$ cat src/rtl/fmpadding_pkg.sv
// rtl/fmpadding_pkg.sv - shared register map, counter types and config bundle for fmpadding_dil
package fmpadding_pkg;

   localparam int XCNT_W = 8;
   localparam int YCNT_W = 8;
   localparam int DCNT_W = 4;
   localparam int ELEM_W = 8;

   typedef enum logic [4:0] {
      ADDR_XON    = 5'd0,
      ADDR_XOFF   = 5'd1,
      ADDR_XEND   = 5'd2,
      ADDR_YON    = 5'd3,
      ADDR_YOFF   = 5'd4,
      ADDR_YEND   = 5'd5,
      ADDR_XDIL   = 5'd6,
      ADDR_YDIL   = 5'd7,
      ADDR_PADVAL = 5'd8
   } addr_e;

   typedef logic [XCNT_W-1:0] xcnt_t;
   typedef logic [YCNT_W-1:0] ycnt_t;
   typedef logic [DCNT_W-1:0] dcnt_t;

   typedef struct packed {
      xcnt_t             xon;
      xcnt_t             xoff;
      xcnt_t             xend;
      ycnt_t             yon;
      ycnt_t             yoff;
      ycnt_t             yend;
      dcnt_t             xdil;
      dcnt_t             ydil;
      logic [ELEM_W-1:0] padval;
   } cfg_t;

   // Width of a counter that walks 0..folds-1, never below one bit.
   function automatic int fold_bits(input int folds);
      return (folds > 1) ? $clog2(folds) : 1;
   endfunction

endpackage

$ cat src/rtl/fmpadding_axis_dim.sv
// rtl/fmpadding_axis_dim.sv - one padding axis: position and dilation counters plus shadow/active bounds
module fmpadding_axis_dim #(
   parameter int CW       = 8,
   parameter int DW       = 4,
   parameter int INIT_ON  = 1,
   parameter int INIT_OFF = 4,
   parameter int INIT_END = 5,
   parameter int INIT_DIL = 0
)(
   input  logic          i_clk,
   input  logic          i_rst_n,
   input  logic          i_step,
   input  logic          i_commit,
   input  logic          i_wr_on,
   input  logic          i_wr_off,
   input  logic          i_wr_end,
   input  logic          i_wr_dil,
   input  logic [CW-1:0] i_wd_cnt,
   input  logic [DW-1:0] i_wd_dil,
   output logic          o_is_data,
   output logic          o_at_end
);

   logic [CW-1:0] r_pos, r_on, r_off, r_end;
   logic [CW-1:0] r_sh_on, r_sh_off, r_sh_end;
   logic [DW-1:0] r_dcnt, r_dil, r_sh_dil;
   logic [CW-1:0] w_pos_nxt, w_on_nxt;
   logic [DW-1:0] w_dcnt_nxt;

   assign o_at_end  = (r_pos == r_end);
   assign o_is_data = (r_pos >= r_on) && (r_pos < r_off) && (r_dcnt == '0);

   // Next position and dilation phase; the phase restart uses the ON bound in force after this step
   always_comb begin
      w_on_nxt   = i_commit ? r_sh_on : r_on;
      w_pos_nxt  = o_at_end ? '0 : r_pos + 1'b1;
      w_dcnt_nxt = ((w_pos_nxt == w_on_nxt) || (r_dcnt == r_dil)) ? '0 : r_dcnt + 1'b1;
   end

   // Position and dilation counters advance together
   always_ff @(posedge i_clk or negedge i_rst_n) begin
      if (!i_rst_n) begin
         r_pos  <= '0;
         r_dcnt <= '0;
      end else if (i_step) begin
         r_pos  <= w_pos_nxt;
         r_dcnt <= w_dcnt_nxt;
      end
   end

   // Shadow bounds take register writes at any time
   always_ff @(posedge i_clk or negedge i_rst_n) begin
      if (!i_rst_n) begin
         r_sh_on  <= CW'(INIT_ON);
         r_sh_off <= CW'(INIT_OFF);
         r_sh_end <= CW'(INIT_END);
         r_sh_dil <= DW'(INIT_DIL);
      end else begin
         if (i_wr_on)  r_sh_on  <= i_wd_cnt;
         if (i_wr_off) r_sh_off <= i_wd_cnt;
         if (i_wr_end) r_sh_end <= i_wd_cnt;
         if (i_wr_dil) r_sh_dil <= i_wd_dil;
      end
   end

   // Active bounds only change at a frame boundary so a frame never sees a mixed config
   always_ff @(posedge i_clk or negedge i_rst_n) begin
      if (!i_rst_n) begin
         r_on  <= CW'(INIT_ON);
         r_off <= CW'(INIT_OFF);
         r_end <= CW'(INIT_END);
         r_dil <= DW'(INIT_DIL);
      end else if (i_commit) begin
         r_on  <= r_sh_on;
         r_off <= r_sh_off;
         r_end <= r_sh_end;
         r_dil <= r_sh_dil;
      end
   end

endmodule

$ cat src/rtl/fmpadding_dil.sv
// rtl/fmpadding_dil.sv - feature-map padding with dilation; FMPAD_TLAST_EN adds m_axis_tlast
module fmpadding_dil
   import fmpadding_pkg::*;
#(
   parameter int XCOUNTER_BITS = 8,
   parameter int YCOUNTER_BITS = 8,
   parameter int DCOUNTER_BITS = 4,
   parameter int NUM_CHANNELS  = 4,
   parameter int SIMD          = 2,
   parameter int ELEM_BITS     = 8,
   parameter int INIT_XON      = 1,
   parameter int INIT_XOFF     = 4,
   parameter int INIT_XEND     = 5,
   parameter int INIT_YON      = 1,
   parameter int INIT_YOFF     = 4,
   parameter int INIT_YEND     = 5,
   parameter int INIT_XDIL     = 0,
   parameter int INIT_YDIL     = 0,
   parameter int INIT_PADVAL   = 0,
   localparam int STREAM_BITS  = 8 * ((SIMD * ELEM_BITS + 7) / 8)
)(
   input  logic                   ap_clk,
   input  logic                   ap_rst_n,
   input  logic                   we,
   input  logic [4:0]             wa,
   input  logic [31:0]            wd,
   output logic                   s_axis_tready,
   input  logic                   s_axis_tvalid,
   input  logic [STREAM_BITS-1:0] s_axis_tdata,
   input  logic                   m_axis_tready,
   output logic                   m_axis_tvalid,
   output logic [STREAM_BITS-1:0] m_axis_tdata
`ifdef FMPAD_TLAST_EN
   ,
   output logic                   m_axis_tlast
`endif
);

   localparam int FOLDS  = NUM_CHANNELS / SIMD;
   localparam int FOLD_W = fold_bits(FOLDS);

   logic [FOLD_W-1:0]      r_fold;
   logic [ELEM_BITS-1:0]   r_sh_padval, r_padval;
   logic                   r_valid;
   logic [STREAM_BITS-1:0] r_data;
   logic [STREAM_BITS-1:0] w_pad;
   logic w_wr_xon, w_wr_xoff, w_wr_xend, w_wr_yon, w_wr_yoff, w_wr_yend;
   logic w_wr_xdil, w_wr_ydil, w_wr_pad;
   logic w_x_data, w_x_end, w_y_data, w_y_end;
   logic w_is_data, w_fold_last, w_ld, w_fire, w_x_step, w_y_step, w_commit;
   logic w_unused_wd;

   assign w_unused_wd = ^wd;

   // Decode the config write port into one shadow-register strobe per field
   always_comb begin
      w_wr_xon  = 1'b0;
      w_wr_xoff = 1'b0;
      w_wr_xend = 1'b0;
      w_wr_yon  = 1'b0;
      w_wr_yoff = 1'b0;
      w_wr_yend = 1'b0;
      w_wr_xdil = 1'b0;
      w_wr_ydil = 1'b0;
      w_wr_pad  = 1'b0;
      if (we) begin
         case (wa)
            ADDR_XON:    w_wr_xon  = 1'b1;
            ADDR_XOFF:   w_wr_xoff = 1'b1;
            ADDR_XEND:   w_wr_xend = 1'b1;
            ADDR_YON:    w_wr_yon  = 1'b1;
            ADDR_YOFF:   w_wr_yoff = 1'b1;
            ADDR_YEND:   w_wr_yend = 1'b1;
            ADDR_XDIL:   w_wr_xdil = 1'b1;
            ADDR_YDIL:   w_wr_ydil = 1'b1;
            ADDR_PADVAL: w_wr_pad  = 1'b1;
            default:     ;
         endcase
      end
   end

   assign w_fold_last = (r_fold == FOLD_W'(FOLDS - 1));
   assign w_is_data   = w_x_data & w_y_data;
   assign w_ld        = ~r_valid | m_axis_tready;
   assign w_fire      = w_ld & (~w_is_data | s_axis_tvalid);
   assign w_x_step    = w_fire & w_fold_last;
   assign w_y_step    = w_x_step & w_x_end;
   assign w_commit    = w_y_step & w_y_end;
   assign s_axis_tready = ap_rst_n & w_ld & w_is_data;
   assign w_pad       = STREAM_BITS'({SIMD{r_padval}});

   fmpadding_axis_dim #(
      .CW(XCOUNTER_BITS), .DW(DCOUNTER_BITS),
      .INIT_ON(INIT_XON), .INIT_OFF(INIT_XOFF), .INIT_END(INIT_XEND), .INIT_DIL(INIT_XDIL)
   ) u_xdim (
      .i_clk(ap_clk), .i_rst_n(ap_rst_n), .i_step(w_x_step), .i_commit(w_commit),
      .i_wr_on(w_wr_xon), .i_wr_off(w_wr_xoff), .i_wr_end(w_wr_xend), .i_wr_dil(w_wr_xdil),
      .i_wd_cnt(wd[XCOUNTER_BITS-1:0]), .i_wd_dil(wd[DCOUNTER_BITS-1:0]),
      .o_is_data(w_x_data), .o_at_end(w_x_end)
   );

   fmpadding_axis_dim #(
      .CW(YCOUNTER_BITS), .DW(DCOUNTER_BITS),
      .INIT_ON(INIT_YON), .INIT_OFF(INIT_YOFF), .INIT_END(INIT_YEND), .INIT_DIL(INIT_YDIL)
   ) u_ydim (
      .i_clk(ap_clk), .i_rst_n(ap_rst_n), .i_step(w_y_step), .i_commit(w_commit),
      .i_wr_on(w_wr_yon), .i_wr_off(w_wr_yoff), .i_wr_end(w_wr_yend), .i_wr_dil(w_wr_ydil),
      .i_wd_cnt(wd[YCOUNTER_BITS-1:0]), .i_wd_dil(wd[DCOUNTER_BITS-1:0]),
      .o_is_data(w_y_data), .o_at_end(w_y_end)
   );

   // Fold counter is the innermost position digit
   always_ff @(posedge ap_clk or negedge ap_rst_n) begin
      if (!ap_rst_n)   r_fold <= '0;
      else if (w_fire) r_fold <= w_fold_last ? '0 : r_fold + 1'b1;
   end

   // Pad value uses the same shadow/commit scheme as the axis bounds
   always_ff @(posedge ap_clk or negedge ap_rst_n) begin
      if (!ap_rst_n) begin
         r_sh_padval <= ELEM_BITS'(INIT_PADVAL);
         r_padval    <= ELEM_BITS'(INIT_PADVAL);
      end else begin
         if (w_wr_pad) r_sh_padval <= wd[ELEM_BITS-1:0];
         if (w_commit) r_padval    <= r_sh_padval;
      end
   end

   // Output register: load input fold or pad fold, drop valid when drained with nothing to load
   always_ff @(posedge ap_clk or negedge ap_rst_n) begin
      if (!ap_rst_n) begin
         r_valid <= 1'b0;
         r_data  <= '0;
      end else if (w_fire) begin
         r_valid <= 1'b1;
         r_data  <= w_is_data ? s_axis_tdata : w_pad;
      end else if (w_ld) begin
         r_valid <= 1'b0;
      end
   end

   assign m_axis_tvalid = r_valid;
   assign m_axis_tdata  = r_data;

`ifdef FMPAD_TLAST_EN
   logic r_last;

   // Last flag rides with the beat taken at the final position of the frame
   always_ff @(posedge ap_clk or negedge ap_rst_n) begin
      if (!ap_rst_n)   r_last <= 1'b0;
      else if (w_fire) r_last <= w_fold_last & w_x_end & w_y_end;
   end

   assign m_axis_tlast = r_last;
`endif

endmodule

$ cat config.mk
export PLATFORM = sky130hd
export DESIGN_NAME = fmpadding_dil
export DESIGN_NICKNAME = d
export VERILOG_FILES = /design/src/rtl/fmpadding_pkg.sv /design/src/rtl/fmpadding_axis_dim.sv /design/src/rtl/fmpadding_dil.sv
export SDC_FILE = /design/constraint.sdc
export NUM_CORES = 1
export LEC_CHECK = 0
export CAP_MARGIN = 40
export CORE_AREA = 2 2 134 136
export CTS_CLUSTER_SIZE = 14
export DETAILED_ROUTE_END_ITERATION = 8
export DIE_AREA = 0 0 136 138
export PLACE_DENSITY = 0.81
export SLEW_MARGIN = 25
export SYNTH_ARGS = -nofsm -noshare
export SYNTH_HDL_FRONTEND = slang
export SYNTH_SLANG_ARGS = --single-unit
$ cat constraint.sdc
create_clock -name ap_clk -period 7.4 [get_ports ap_clk]
set_clock_uncertainty 0.1 [all_clocks]
set_input_delay 0.74 -clock ap_clk [delete_from_list [all_inputs] [get_ports ap_clk]]
set_output_delay 0.74 -clock ap_clk [all_outputs]
set_load 0.01 [all_outputs]
==> key figures <==
Floorplan
  • Core box area: 17500 um^2
  • Initial Util: 0.492
  • Die width: 136 um
  • Die area: 18800 um^2
  • Top Ports: 76
  • FP Rows: slightly below 50
  • Die Height: 138 um

Cells and area
  • # diodes: 0
  • Design area: between 10000 and 15000 um^2
  • Layout area overhead: 16.5%
  • Post-layout util: 0.573
  • Final nets: 927
  • Layout fillers: 1409
  • Share of layout cells above drive strength 1: 0.204

Place
  • Gpl congestion: 0.871
  • I/O Buffers: 51
  • Placed inst area: 9350 um^2
  • DP HPWL: 13000 um

CTS
  • Root Buffer: clkbuf_16
  • Postcts setup bufs: 0
  • TritonCTS buffer count: 17
  • H-Tree Level Count: 4
  • Resized cells post-CTS: 0
  • Hold_buf cts: 0
  • CTS tree: done
  • Worst-skew pair later-pin latency: 0.44 ns
  • Clk buf depth: 2
  • CTS Sinks: 170
  • CTS clock-pin slew for the worst setup and hold paths: 0.06 ns

Routing
  • DRT antenna net count: 0
  • DRT Wirelength: 19600 um
  • DRT Pass-1 Iters: 5
  • Via density: 5.70
  • Total number of vias: 6123
  • Initial DRC Count: around 430
  • # DRC: 0
  • Wire per inst: 18.2 um

Power
  • Cell leakage power: 4.43 nW
  • Worst VDD drop: 166 uV
  • PnR Total Power: 3.75 mW
  • Pwr/cell area: approximately 370 nW/um^2

Synthesis
  • Seq cells post-synth: 170
  • Synth area leader: dfrtp_1
  • Ys async rst share: 1.00
  • Top_reg_cell synth: dfrtp_1
  • Post-synth cell types: 69
  • Syn Nets: 879
  • Synth warnings: 0
  • Synthesized area per cell: 11.0 um^2
  • Number of enable flip-flop cells after synthesis: 0
  • Cells after Synth: approximately 790
  • Synth top area share: 0.447
  • Synth area leaders: dfrtp_1 (45%), mux2_2 (13%), ha_1 (5.2%), dfstp_2 (4.9%), nand2_1 (3.7%)
  • Post-synthesis sequential area ratio: 0.496
  • Mapped cell area: 8620 um^2

Global routing
  • Vias in the first global route: 6283
  • GRT overflow: 0
  • Initial antenna violation count: 1
  • Largest net degree at the start of global routing: 94
  • Total Routing Usage GR: 0.219
  • First-pass GRT wire length: 32300 um

Worst setup path
  • Most used cell, CP: nand2b_1
  • Crit path cell chain: inv_1, ha_1, nand2b_1, a2111oi_0, o31ai_1, nand2b_1, o21ai_4, nor2_4, buf_4, mux2i_1, nand3_1, o21ai_1
  • Critical Path Fanout Max: between 40 and 50
  • Crit path largest cell delay: 0.66 ns
  • WP buf/inv: 2
  • Setup CP Type: flip-flop to flip-flop
  • Critical Path Start Type: flip-flop
  • CP Capture Type: flip-flop
  • Slowest CP cell: a2111oi_0
  • CP Data Arrival Time: 4.55 ns
  • WP data required: 7.66 ns
  • Worst setup path start: u_xdim.r_pos[0]$_DFFE_PN0P_
  • RR Startpoint: u_xdim.r_pos[0]$_DFFE_PN0P_
  • Top delay family on crit path: compound AO/OA/AOI/OAI gates

STA
  • RSZ-0062 raised after global routing: false
  • Tmin final: 4.29 ns
  • Slew HR: 0.464
  • Final setup violation count: 0
  • Final hold vios: 0
  • Worst Max-Slew Pin Slew: between 0.8 and 0.9 ns
  • Fin. max-slew vios: 0
  • Max Freq: 233 MHz
  • Setup TNS: 0 ns
  • Final Cycle Share: 0.579

Status
  • Outcome: complete, no violations

Job
  • Max-Cap Viols: 0

Min path
  • Type of the most critical hold path: input port to asynchronous set/reset pin
-- where the power goes --
group | internal (mW) | switching, mW
clock network | 0.626 | 0.367
registers | 1.22 | 0.230
logic | 0.604 | 0.700
total | 2.45 | 1.30
-- sequential cells by signal, summed over array words and instances, names as in the netlist, 8 cells and up --
signal and flops:
u_ydim.r_end 8, u_ydim.r_sh_end 8, u_xdim.r_sh_on 8, m_axis_tdata 16, u_ydim.r_pos 8, r_sh_padval 8
u_xdim.r_sh_end 8, u_xdim.r_off 8, u_xdim.r_on 8, u_xdim.r_end 8, u_ydim.r_sh_off 8, u_ydim.r_sh_on 8
u_xdim.r_sh_off 8, u_xdim.r_pos 8, u_ydim.r_on 8, r_padval 8, u_ydim.r_off 8
-- cell usage in the layout (no fill, tap or decap), drive strengths merged, types with 4 or more instances in the layout --
master / Yosys / layout
a21oi: 29 / 29
and3: 4 / 4
buf: 18 / 8
bufinv: 0 / 5
clkbuf: 11 / 21
clkdlybuf4s50: 0 / 50
clkinv: 0 / 6
dfrtp: 154 / 154
dfstp: 16 / 16
ha: 36 / 36
inv: 39 / 39
mux2: 98 / 98
nand2: 86 / 86
nand2b: 12 / 12
nand3: 18 / 18
nand4: 7 / 7
nor2: 31 / 31
nor2b: 13 / 13
nor3: 14 / 14
nor4: 9 / 9
o2111ai: 4 / 4
o21ai: 80 / 80
o22ai: 4 / 4
o31ai: 7 / 7
or2: 4 / 4
or3: 4 / 4
xnor2: 20 / 20
xor2: 21 / 21
-- stage by stage --
| step | setup WS [ns] | std cells | hold WS [ns] |
|---|---|---|---|
| after global placement | 3.21 | 1041 | 0.348 |
| after CTS | 3.05 | 1074 | 0.316 |
| after global routing | 2.78 | 1075 | 0.115 |
| final | 3.11 | 1075 | 0.0953 |
| after detailed placement | 3.26 | 1042 | 0.358 |
| after floorplan | 4.48 | 785 | 0.343 |
-- synth_stat cells (2+ instances only) --
cell,number
o21ai_0,63
o211ai_1,2
inv_1,39
or2_2,2
nand2_1,85
nand2b_1,12
mux2_2,98
o22ai_1,4
a31oi_1,2
o31ai_1,7
o21ai_1,16
nor2_1,30
o21a_1,3
a211oi_1,3
xnor2_1,18
or3_4,2
or3_1,2
ha_1,36
nor3_1,14
dfrtp_1,154
dfstp_2,16
and4_1,3
clkbuf_1,10
nand3_1,18
a21oi_1,29
and2_1,3
xor2_1,20
o41ai_1,3
nor4_4,2
and3_1,4
o2111ai_1,3
nand4_1,6
nor4_1,7
a22o_1,2
a21o_1,3
nor2b_1,13
buf_2,14
nor3b_1,3
buf_6,4
-- worst paths after layout --
path                       slack, ns                             end  depth (start not counted)
max                             3.11    u_ydim.r_dcnt[0]$_DFFE_PN0N_                         12
max in group asynchronous       5.68  u_xdim.r_sh_end[2]$_DFFE_PN1P_                          4
max reg2reg                     3.11    u_ydim.r_dcnt[0]$_DFFE_PN0N_                         12
min                              0.1     m_axis_tdata[5]$_DFFE_PN0N_                          1
min reg2reg                     0.37     u_xdim.r_off[2]$_DFFE_PN1N_                          2
min in group ap_clk             0.37     u_xdim.r_off[2]$_DFFE_PN1N_                          2
-- logic make-up (layout without fill, tap and decap cells) --
logic type                 after synthesis  count (layout)  share of synthesized area
and+or+nand+nor                        216             216                      0.131
DFF                                    170             170                      0.496
AOI/OAI and AO/OA                      154             154                      0.108
muxes                                   99              99                      0.129
buffers and inverters                   68             129                     0.0353
xor gates and xnor gates                42              42                     0.0482
adders and majority gates               36              36                     0.0522
-- per-layer routing --
layer / up-vias / part of all wire / track usage / wire length, um
met5: - / 0 / 0 / 0
met1: 3036 / 0.44 / 0.291 / 8540
met4: 0 / 0.029 / 0.0916 / 559
met3: 36 / 0.051 / 0.0411 / 997
li1: 2864 / - / - / -
met2: 187 / 0.48 / 0.353 / 9460
-- cell type report --
type | count | area, um^2 | share of cell area
Multi-Input combinational cell | 547 | 4070 | 0.405
Clock buffer | 21 | 470 | 0.0468
Sequential cell | 170 | 4270 | 0.426
Inverter | 39 | 146 | 0.0146
Tap cell | 229 | 287 | 0.0285
Timing Repair Buffer | 58 | 604 | 0.0602
Clock inverter | 11 | 191 | 0.0191
Power figures use the tool's default switching activity.
